[src/rtl/serial_subtractor.sv]
// rtl/serial_subtractor.sv - digit-serial a - b - bin, LSB-first, with start/busy/done handshake
// Result and flags change only when the last digit completes; partial results stay internal.
module serial_subtractor #(
  parameter int WIDTH = 8,
  parameter int DIGIT = 1
) (
  input  logic             clk,
  input  logic             rst,
  input  logic             start,
  input  logic [WIDTH-1:0] a,
  input  logic [WIDTH-1:0] b,
  input  logic             bin,
  input  logic             signed_mode,
  output logic             busy,
  output logic             done,
  output logic [WIDTH-1:0] diff,
  output logic             bout,
  output logic             ovf,
  output logic             zero
);

  localparam int N  = WIDTH / DIGIT;
  localparam int CW = (N > 1) ? $clog2(N) : 1;

  typedef enum logic [1:0] {ST_IDLE, ST_RUN, ST_DONE} state_t;

  state_t            state, state_next;
  logic [WIDTH-1:0]  a_sh, b_sh, res_sh, res_next;
  logic              brw, sm_l, a_msb, b_msb;
  logic [CW-1:0]     cnt;
  logic              last;
  logic [DIGIT:0]    dig_sum;

  assign last     = (cnt == CW'(N - 1));
  // Top bit of the (DIGIT+1)-bit difference is the borrow out of this digit.
  assign dig_sum  = {1'b0, a_sh[DIGIT-1:0]} - {1'b0, b_sh[DIGIT-1:0]} - {{DIGIT{1'b0}}, brw};
  assign res_next = (res_sh >> DIGIT) | (WIDTH'(dig_sum[DIGIT-1:0]) << (WIDTH - DIGIT));

  always_ff @(posedge clk) begin
    if (rst) state <= ST_IDLE;
    else     state <= state_next;
  end

  always_comb begin
    state_next = state;
    busy       = 1'b0;
    done       = 1'b0;
    case (state)
      ST_IDLE: if (start) state_next = ST_RUN;
      ST_RUN: begin
        busy = 1'b1;
        if (last) state_next = ST_DONE;
      end
      ST_DONE: begin
        done       = 1'b1;
        state_next = ST_IDLE;
      end
      default: state_next = ST_IDLE;
    endcase
  end

  always_ff @(posedge clk) begin
    if (rst) begin
      a_sh   <= '0;
      b_sh   <= '0;
      res_sh <= '0;
      brw    <= 1'b0;
      sm_l   <= 1'b0;
      a_msb  <= 1'b0;
      b_msb  <= 1'b0;
      cnt    <= '0;
      diff   <= '0;
      bout   <= 1'b0;
      ovf    <= 1'b0;
      zero   <= 1'b0;
    end else begin
      case (state)
        ST_IDLE: if (start) begin
          a_sh   <= a;
          b_sh   <= b;
          brw    <= bin;
          sm_l   <= signed_mode;
          a_msb  <= a[WIDTH-1];
          b_msb  <= b[WIDTH-1];
          res_sh <= '0;
          cnt    <= '0;
        end
        ST_RUN: begin
          a_sh   <= a_sh >> DIGIT;
          b_sh   <= b_sh >> DIGIT;
          brw    <= dig_sum[DIGIT];
          res_sh <= res_next;
          cnt    <= cnt + CW'(1);
          if (last) begin
            diff <= res_next;
            bout <= dig_sum[DIGIT];
            // Borrow into the MSB is recovered as a^b^diff at that bit position.
            ovf  <= sm_l ? (a_msb ^ b_msb ^ res_next[WIDTH-1] ^ dig_sum[DIGIT])
                         : dig_sum[DIGIT];
            zero <= (res_next == '0);
          end
        end
        default: ;
      endcase
    end
  end

endmodule
[config.mk]
export PLATFORM = sky130hd
export DESIGN_NAME = serial_subtractor
export DESIGN_NICKNAME = d
export VERILOG_FILES = /design/src/rtl/serial_subtractor.sv
export SDC_FILE = /design/constraint.sdc
export NUM_CORES = 1
export LEC_CHECK = 0
export CAP_MARGIN = 20
export CORE_ASPECT_RATIO = 0.6
export CORE_UTILIZATION = 53
export DETAILED_ROUTE_END_ITERATION = 8
export PLACE_DENSITY = 0.87
export SLEW_MARGIN = 0
export SYNTH_ARGS = -nofsm -noshare
export SYNTH_HDL_FRONTEND = slang
export SYNTH_SLANG_ARGS = --single-unit
[constraint.sdc]
create_clock -name clk -period 4 [get_ports clk]
set_input_delay 0.8 -clock clk [delete_from_list [all_inputs] [get_ports clk]]
set_output_delay 0.8 -clock clk [all_outputs]
set_load 0.02 [all_outputs]
Yosys cells after proc, flatten, opt, wreduce, memory -nomap -nowiden. Index checks and enable logic that the tools add are counted.

Bits in registers: 44. Bits in latches: 0. Bits in writable memories: 0. Bits in read-only memories: 0. Input bits: 21. Output and inout bits: 13. Word-level logic and storage cells: 48. Memories kept: 0.

$add $sub $neg: 3. Multiply operators: 0. Div/mod/pow operators: 0. $lt $le $gt $ge: 0. Equal/unequal tests: 5. Shift operators: 0. Mux-type cells: 16. Bitwise operators: 4. Reduce and logical (&&, ||, !) cells: 7.

Operators by type and width (count): case mux 8 bit (2 select lines) (3); two-way mux 8 bit (3); logical NOT 8 bit (1); bitwise OR 7 x 8 -> 8 bit (1); AND reduction 2 bit (4); case mux 3 bit (2 select lines) (1); two-way mux 1 bit (4); two-way mux 2 bit (2); != test 2 bit (second input constant) (2); case mux 2 bit (2 select lines) (1); adder 3 x 1 -> 3 bit (second input constant) (1); equality test 3 bit (second input constant) (1); two-way mux 3 bit (1); bitwise XOR 1 bit (3); equality test 2 x 1 -> 1 bit (second input constant) (1); equality test 2 bit (second input constant) (1); logical NOT 2 bit (1); case mux 1 bit (2 select lines) (1); nonzero test 2 bit (1); subtractor 1 x 1 -> 2 bit (1); subtractor 2 x 1 -> 2 bit (1).

Logic depth before layout (Yosys ltp). Gate-level depths: netlist (run 1).

Depth after elaboration: 6. Gate-level depth with buffers: 7. Mapped depth without buffers: 5.

Worst setup path before layout (run 1). No wires, ideal clock.

Path kind: reg-to-output. Start point: register state[1]. End point: output done. Data arrival time: 0.906 ns. Required time: 3.200 ns. Path slack: 2.294 ns. Cell stages (with the launch flop): 3. Buffers on the path: 1. Cell sequence: dfxtp_1 buf_2 nor2b_1.

Longest elaborated chain between the ends: 2.

Ends and longest elaborated chain: start, declared (line 27) `state_t state, state_next;`; start signal, assigned (line 41) `else state <= state_next;`; equality test 2 bit (line 48) `case (state)`; two-way mux 1 bit (line 48); end, declared (line 15) `output logic done,`.

Every way passes these cells.

Final worst setup path (run 1).
Start point: register state[0]. End point: output busy.

Longest elaborated chain between the ends: 2.

Ends and longest elaborated chain: equality test 2 x 1 -> 1 bit (line 48); two-way mux 1 bit (line 48); end, declared (line 14) `output logic busy,`.

Every way passes these cells.

==> results of run 1 <==
-- per-layer routing --
layer	up-vias	global-route usage (%)
li1	788	-
met3	8	6.226
met2	51	30.60
met5	-	0
met1	711	32.41
met4	0	10.91
-- worst register-to-register path, stage by stage (launching register included) --
cell	delay, ns
dfxtp_1	0.73
o21ba_1	0.80
nor2_1	0.11
a311oi_2	0.28
-- registers in the layout, summed over array words and instances (netlist names) --
register and flops:
a_msb 1, a_sh 8, b_msb 1, b_sh 8
bout 1, brw 1, cnt 3, diff 8
ovf 1, res_sh 7, sm_l 1, state 2
zero 1
-- logic make-up (layout without fill, tap and decap cells) --
family                     count (synthesis)  in the layout
AOI/OAI and AO/OA                         54             54
and+or+nand+nor                           89             89
DFF                                       43             43
buffers and inverters                     24             48
adders and majority gates                  3              3
xor gates and xnor gates                   1              1
muxes                                      1              1
-- Yosys cell counts, types with 2 or more instances --
cell type / instances / area share [%]
a211oi_1: 3 / 1.2
o221a_2: 3 / 1.8
inv_1: 5 / 0.99
nor2_1: 27 / 5.3
buf_6: 6 / 3.6
a311oi_1: 8 / 3.7
o21ai_0: 3 / 0.79
nand2_1: 46 / 9.1
a311oi_2: 4 / 3.2
a21oi_1: 18 / 4.7
clkbuf_1: 6 / 1.2
dfxtp_1: 43 / 45
ha_1: 2 / 1.3
buf_2: 4 / 1.1
buf_4: 2 / 0.79
a21o_1: 2 / 0.79
a22oi_1: 8 / 3.2
nand2b_1: 3 / 0.99
o22a_1: 2 / 0.92
nand3b_1: 3 / 1.2
-- layout make-up --
| class | count | area share (%) |
|---|---|---|
| clock inverters | 2 | 0.5543 |
| multi-input cells | 148 | 39.52 |
| flip-flops and latches | 43 | 38.14 |
| repair buffers | 34 | 14.97 |
| inverters | 6 | 1.109 |
| clock buffers | 6 | 3.215 |
| well taps | 45 | 2.494 |
-- path summary, 6_finish.rpt --
path	startpoint	depth (start not counted)	slack, ns	end
max	state[0]	3	0.98	busy
min	diff[5]	2	0.46	diff[5]
max reg2reg	state[0]	3	1.97	b_sh[2]
min reg2reg	diff[5]	2	0.46	diff[5]
-- placed cells by master, fill, tap and decap left out, types with 2 or more instances in the layout --
cell	n
nor2_1	27
a211oi_1	3
a22oi_1	8
dfxtp_1	43
nand2_1	46
a311oi_2	4
a21oi_1	18
clkbuf_8	5
o21ai_0	3
ha_1	2
clkdlybuf4s50_1	33
inv_1	5
a311oi_1	8
o221a_2	3
o22a_1	2
a21o_1	2
nand2b_1	3
nand3b_1	3
-- power breakdown --
part / internal [mW] / total, mW / switching (mW)
logic: 0.0541 / 0.110 / 0.0560
clock network: 0.122 / 0.263 / 0.141
registers: 0.447 / 0.463 / 0.0162
total: 0.623 / 0.837 / 0.213
==> metrics.md, run 1 <==
| Metric | Value |
|---|---|
| Setup ws final | `0.9817 ns` |
| CP top delay family | `buffers and inverters` |
| RD Place Congestion | `0.7470` |
| Synthesized instance count | `215` |
| Met2 Routed Length | `1.700 mm` |
| Critical path type | `reg2out` |
| Vias | `1558` |
| Yosys cell types | `37` |
| Number of global-route vias before repair | `1343` |
| Slew Limit Fails | `0` |
| Fraction of the mapped netlist area in simple logic gates | `21.04%` |
| CP Buf/Inv Count | `2` |
| Via/cell ratio | `5.486` |
| First-pass GRT wire length | `6.396 mm` |
| DP HPWL | `around 2.7 mm` |
| Post-synthesis sequential area ratio | `45.23%` |
| Leakage dissipation | `0.8221 nW` |
| # hold bufs at CTS | `0` |
| Post-CTS Setup Repair Bufs | `0` |
| Filler cell count | `263` |
| Rel. slew slack | `between 20% and 30%` |
| Hold Crit Class | `reg2reg` |
| Fin crit period | `slightly above 3 ns` |
| Area growth syn-to-layout | `18.61%` |
| Worst slew pin tran | `1.084 ns` |
| Die height | `between 40 and 50 µm` |
| Avg Inst Size Synth | `8.852 µm²` |
| PwrDens | `370.6 mW/mm²` |
| Util after Layout | `67.52%` |
| Antenna-violating nets left | `0` |
| Max Clock Freq | `roughly 0.33 GHz` |
| Compound-Gate Fraction of Synth Area | `21.76%` |
| Cell area after synthesis | `0.001903 mm²` |
| WL met3 | `about 290 µm` |
| RSZ-0062 raised after global routing | `false` |
| Clk sink count | `43` |
| Std cell rows | `16` |
| Critical Path RT | `approximately 3.2 ns` |
| Post-synth EDFFs | `0` |
| Post-Route Setup TNS | `0 ns` |
| Maximum root-to-sink buffer count | `2` |
| Final setup violation count | `0` |
| Peak VDD IR | `0.0001843 V` |
| Routed WL per cell | `13.94 µm` |
| XOR/XNOR share of the synthesized area | `around 1.2%` |
| Die Wd | `approximately 80 µm` |
| Crit start category | `register` |
| Placed Cells | `276` |
| CTS tree | `yes` |
| Layout cell share with drive strength beyond 1 | `under 10%` |
| Post-CTS sizing | `0` |
| Total Power | `approximately 0.84 mW` |
| Total Routed Length | `3.959 mm` |
| Max-cap violations | `0` |
| Met1 Wirelength | `approximately 1.9 mm` |
| Final hold viol count | `0` |
| Clock latency on the worst-skew pair | `around 0.3 ns` |
| Inserted Clock Buffers | `5` |
| Critical path capture point type | `primary output` |
| Final Cell Area | `0.002257 mm²` |
| Post-synthesis adder-cell area fraction | `2.367%` |
| Drt initial violations | `84` |
| FF+latch area | `about 860 µm²` |
| Post-DP Area | `0.002172 mm²` |
| Arr. time, crit path | `around 2.2 ns` |
| Highest Signal Layer | `met4` |
| Syn_nets | `239` |
| Post-synthesis mux area share | `0.5260%` |
| Initial core utilization | `between 50 and 60%` |
| I/O Pins | `34` |
| Drt drc | `0` |
| Skew final | `0.006256 ns` |
| Initial antenna violation count | `0` |
| DP Worst Slack | `1.215 ns` |
| Largest net degree at the start of global routing | `28` |
| Core area | `0.003343 mm²` |
| Period utilization | `around three quarters` |
| #FFs+latches synth | `43` |
| Root Buffer Master | `clkbuf_8` |
| Largest family of logic cells by synthesized area | `compound AO/OA/AOI/OAI gates` |
| Finished Layout Cells | `284` |
| Grt ovf | `0` |
| Most used flip-flop cell after synthesis | `dfxtp_1` |
| Die ar. | `0.003842 mm²` |
| 1st-pass router iterations | `5` |
| Crit path max fanout | `22` |
| Outcome | `complete, no violations` |
| PortBufs | `33` |
| Hold_ws | `about 0.46 ns` |
| Nets | `between 200 and 300` |
| Synth warnings | `0` |
| Multi-input combinational cell area | `892.1 µm²` |
| Diode count | `0` |
| Total GRT Usage | `22.45%` |
| H-tree levels | `2` |
| Crit path cell chain | `nand2b_4 > inv_4 > clkdlybuf4s50_1` |
| CP peak stage delay | `~0.73 ns` |
| Critical-path top delay cell | `dfxtp_1` |
| Async set-reset flop share out of synthesis | `0%` |
| Reg clk slew, reported paths | `0.08 ns` |
Note: power is estimated with default switching activity, not from simulation.
==> run 2, diff against run 1 <==
CORE_UTILIZATION = 46   (was 53)
PLACE_DENSITY = 0.81   (was 0.87)
clock period = 2.7 ns   (was 4 ns; I/O delays follow)
==> metrics.md, run 2 (synthesized netlist as in run 1, its figures left out) <==
| Metric | Value |
|---|---|
| Rel. slew slack | `67.77% (+40 points)` |
| Vias | `1569 (+0.71%)` |
| Inserted Clock Buffers | `5 (unchanged)` |
| Largest registers | `a_sh x8, b_sh x8, diff x8` |
| Max Clock Freq | `around 0.42 GHz` |
| CTS tree | `yes` |
| Nets | `267 (+1.9%)` |
| Die height | `51.82 µm (+7.0%)` |
| Initial antenna violation count | `0 (unchanged)` |
| Skew final | `0.004537 ns (-0.001719 ns)` |
| Hold Crit Class | `reg2reg` |
| Outcome | `complete, no violations` |
| 1st-pass router iterations | `4 (-1)` |
| Layout cell share with drive strength beyond 1 | `10.25% (+1.9 points)` |
| Grt ovf | `0 (unchanged)` |
| Reg clk slew, reported paths | `0.08 ns (about the same)` |
| Critical Path RT | `2.16 ns (-1.04 ns)` |
| Diode count | `0 (unchanged)` |
| Crit start category | `register` |
| Number of global-route vias before repair | `1432 (+6.6%)` |
| Commonest non-fill, non-tap cell in the layout | `nand2_1` |
| Commonest cells after routing, fill and taps aside | `nand2_1, dfxtp_1, clkdlybuf4s50_1` |
| Die ar. | `0.004407 mm² (+15%)` |
| Arr. time, crit path | `1.86 ns (-0.36 ns)` |
| Routed WL per cell | `13.95 µm (about the same)` |
| Reg2Reg Setup Slack | `0.88 ns (-1.09 ns)` |
| Post-Route Setup TNS | `0 ns (unchanged)` |
| Post-CTS Setup Repair Bufs | `0 (unchanged)` |
| H-tree levels | `2 (unchanged)` |
| Total GRT Usage | `21.16% (-1.3 points)` |
| Slew Limit Fails | `0 (unchanged)` |
| RD Place Congestion | `0.7647 (+2.4%)` |
| Peak VDD IR | `0.0002676 V (+45%)` |
| First-pass GRT wire length | `7.038 mm (+10%)` |
| Worst slew pin tran | `0.4828 ns (-0.6008 ns)` |
| Post-CTS sizing | `0 (unchanged)` |
| Area growth syn-to-layout | `21.50%` |
| DP HPWL | `2.745 mm (+1.0%)` |
| Maximum root-to-sink buffer count | `2 (unchanged)` |
| Final hold viol count | `0 (unchanged)` |
| Clk sink count | `43 (unchanged)` |
| Root Buffer Master | `clkbuf_8` |
| PwrDens | `563.3 mW/mm² (+52%)` |
| Via/cell ratio | `5.392 (-1.7%)` |
| Core area | `0.003807 mm² (+14%)` |
| Crit path max fanout | `17 (-23%)` |
| Period utilization | `88.82%` |
| Final setup violation count | `0 (unchanged)` |
| Initial core utilization | `49.98% (-6.9 points)` |
| Critical path capture point type | `primary output` |
| Std cell rows | `17 (+1)` |
| Fin crit period | `2.398 ns` |
| Antenna-violating nets left | `0 (unchanged)` |
| Largest net degree at the start of global routing | `44 (+57%)` |
| RSZ-0062 raised after global routing | `false` |
| Critical path type | `reg2out` |
| Leakage dissipation | `0.8560 nW (+4.1%)` |
| PortBufs | `33 (unchanged)` |
| Total Routed Length | `4.058 mm (+2.5%)` |
| I/O Pins | `34 (unchanged)` |
| Clock latency on the worst-skew pair | `0.29 ns (about the same)` |
| Die Wd | `85.04 µm (+7.2%)` |
| Drt initial violations | `81 (-3.6%)` |
| Max-cap violations | `0 (unchanged)` |
| Drt drc | `0 (unchanged)` |
| Util after Layout | `60.73% (-6.8 points)` |
| # hold bufs at CTS | `0 (unchanged)` |
run 2: cell count changes in the layout (fill, tap and decap cells not counted):
cell        before  now
buf_4            1    6
clkinv_2         1    0
clkbuf_8         5    7
clkinvlp_4       1    0
run 2: cell type report:
type	instances	area (µm²)
repair buffers	39	375.4
flip-flops and latches	43	860.8
multi-input cells	148	892.1
clock buffers	8	100.1
inverters	6	25.02
well taps	47	58.81
fillers	333	1495
run 2: worst paths after layout:
kind	end	depth (start not counted)	startpoint
hold reg to reg	bout	2	bout
hold / removal	bout	2	bout
setup / recovery	busy	3	state[1]
setup reg to reg	ovf	5	a_sh[0]
run 2: worst max-delay path: stages, from the launching register on:
cell and delay, ns:
dfxtp_1 0.63, nand2b_4 0.36, inv_4 0.04, clkdlybuf4s50_1 0.53
run 2: per-stage QoR:
stage / area [µm²] / std cells / worst slack (ns) / total power [mW] / hold slack (ns)
finish: 2312 / 291 / 0.3018 / 1.302 / 0.4593
CTS: 2312 / 291 / 0.3035 / 1.311 / 0.4600
floorplan: 1903 / 215 / 1.047 / 0.8184 / 0.4436
global route: 2312 / 291 / 0.1891 / 1.365 / 0.4855
global placement: 2212 / 283 / 0.6650 / 0.8647 / 0.4456
detailed placement: 2212 / 283 / 0.6289 / 0.8685 / 0.4500
run 2: metal layers:
metal	global-route usage, %	routed length (µm)
met1	30.07	2128
met2	30.38	1698
met3	5.238	180
met4	9.322	51
met5	0	0
run 2: report_power, final:
group          switching [mW]  leakage [nW]  internal (mW)  total [mW]
registers              0.0190         0.352          0.662       0.681
logic                  0.0900         0.453         0.0848       0.175
clock network           0.213        0.0515          0.233       0.446
==> run 3, diff against run 2 <==
GPL_ROUTABILITY_DRIVEN = 0   (was default)
==> results of run 3 <==
No change in the layout: final DEF, timing and power equal those of run 2.
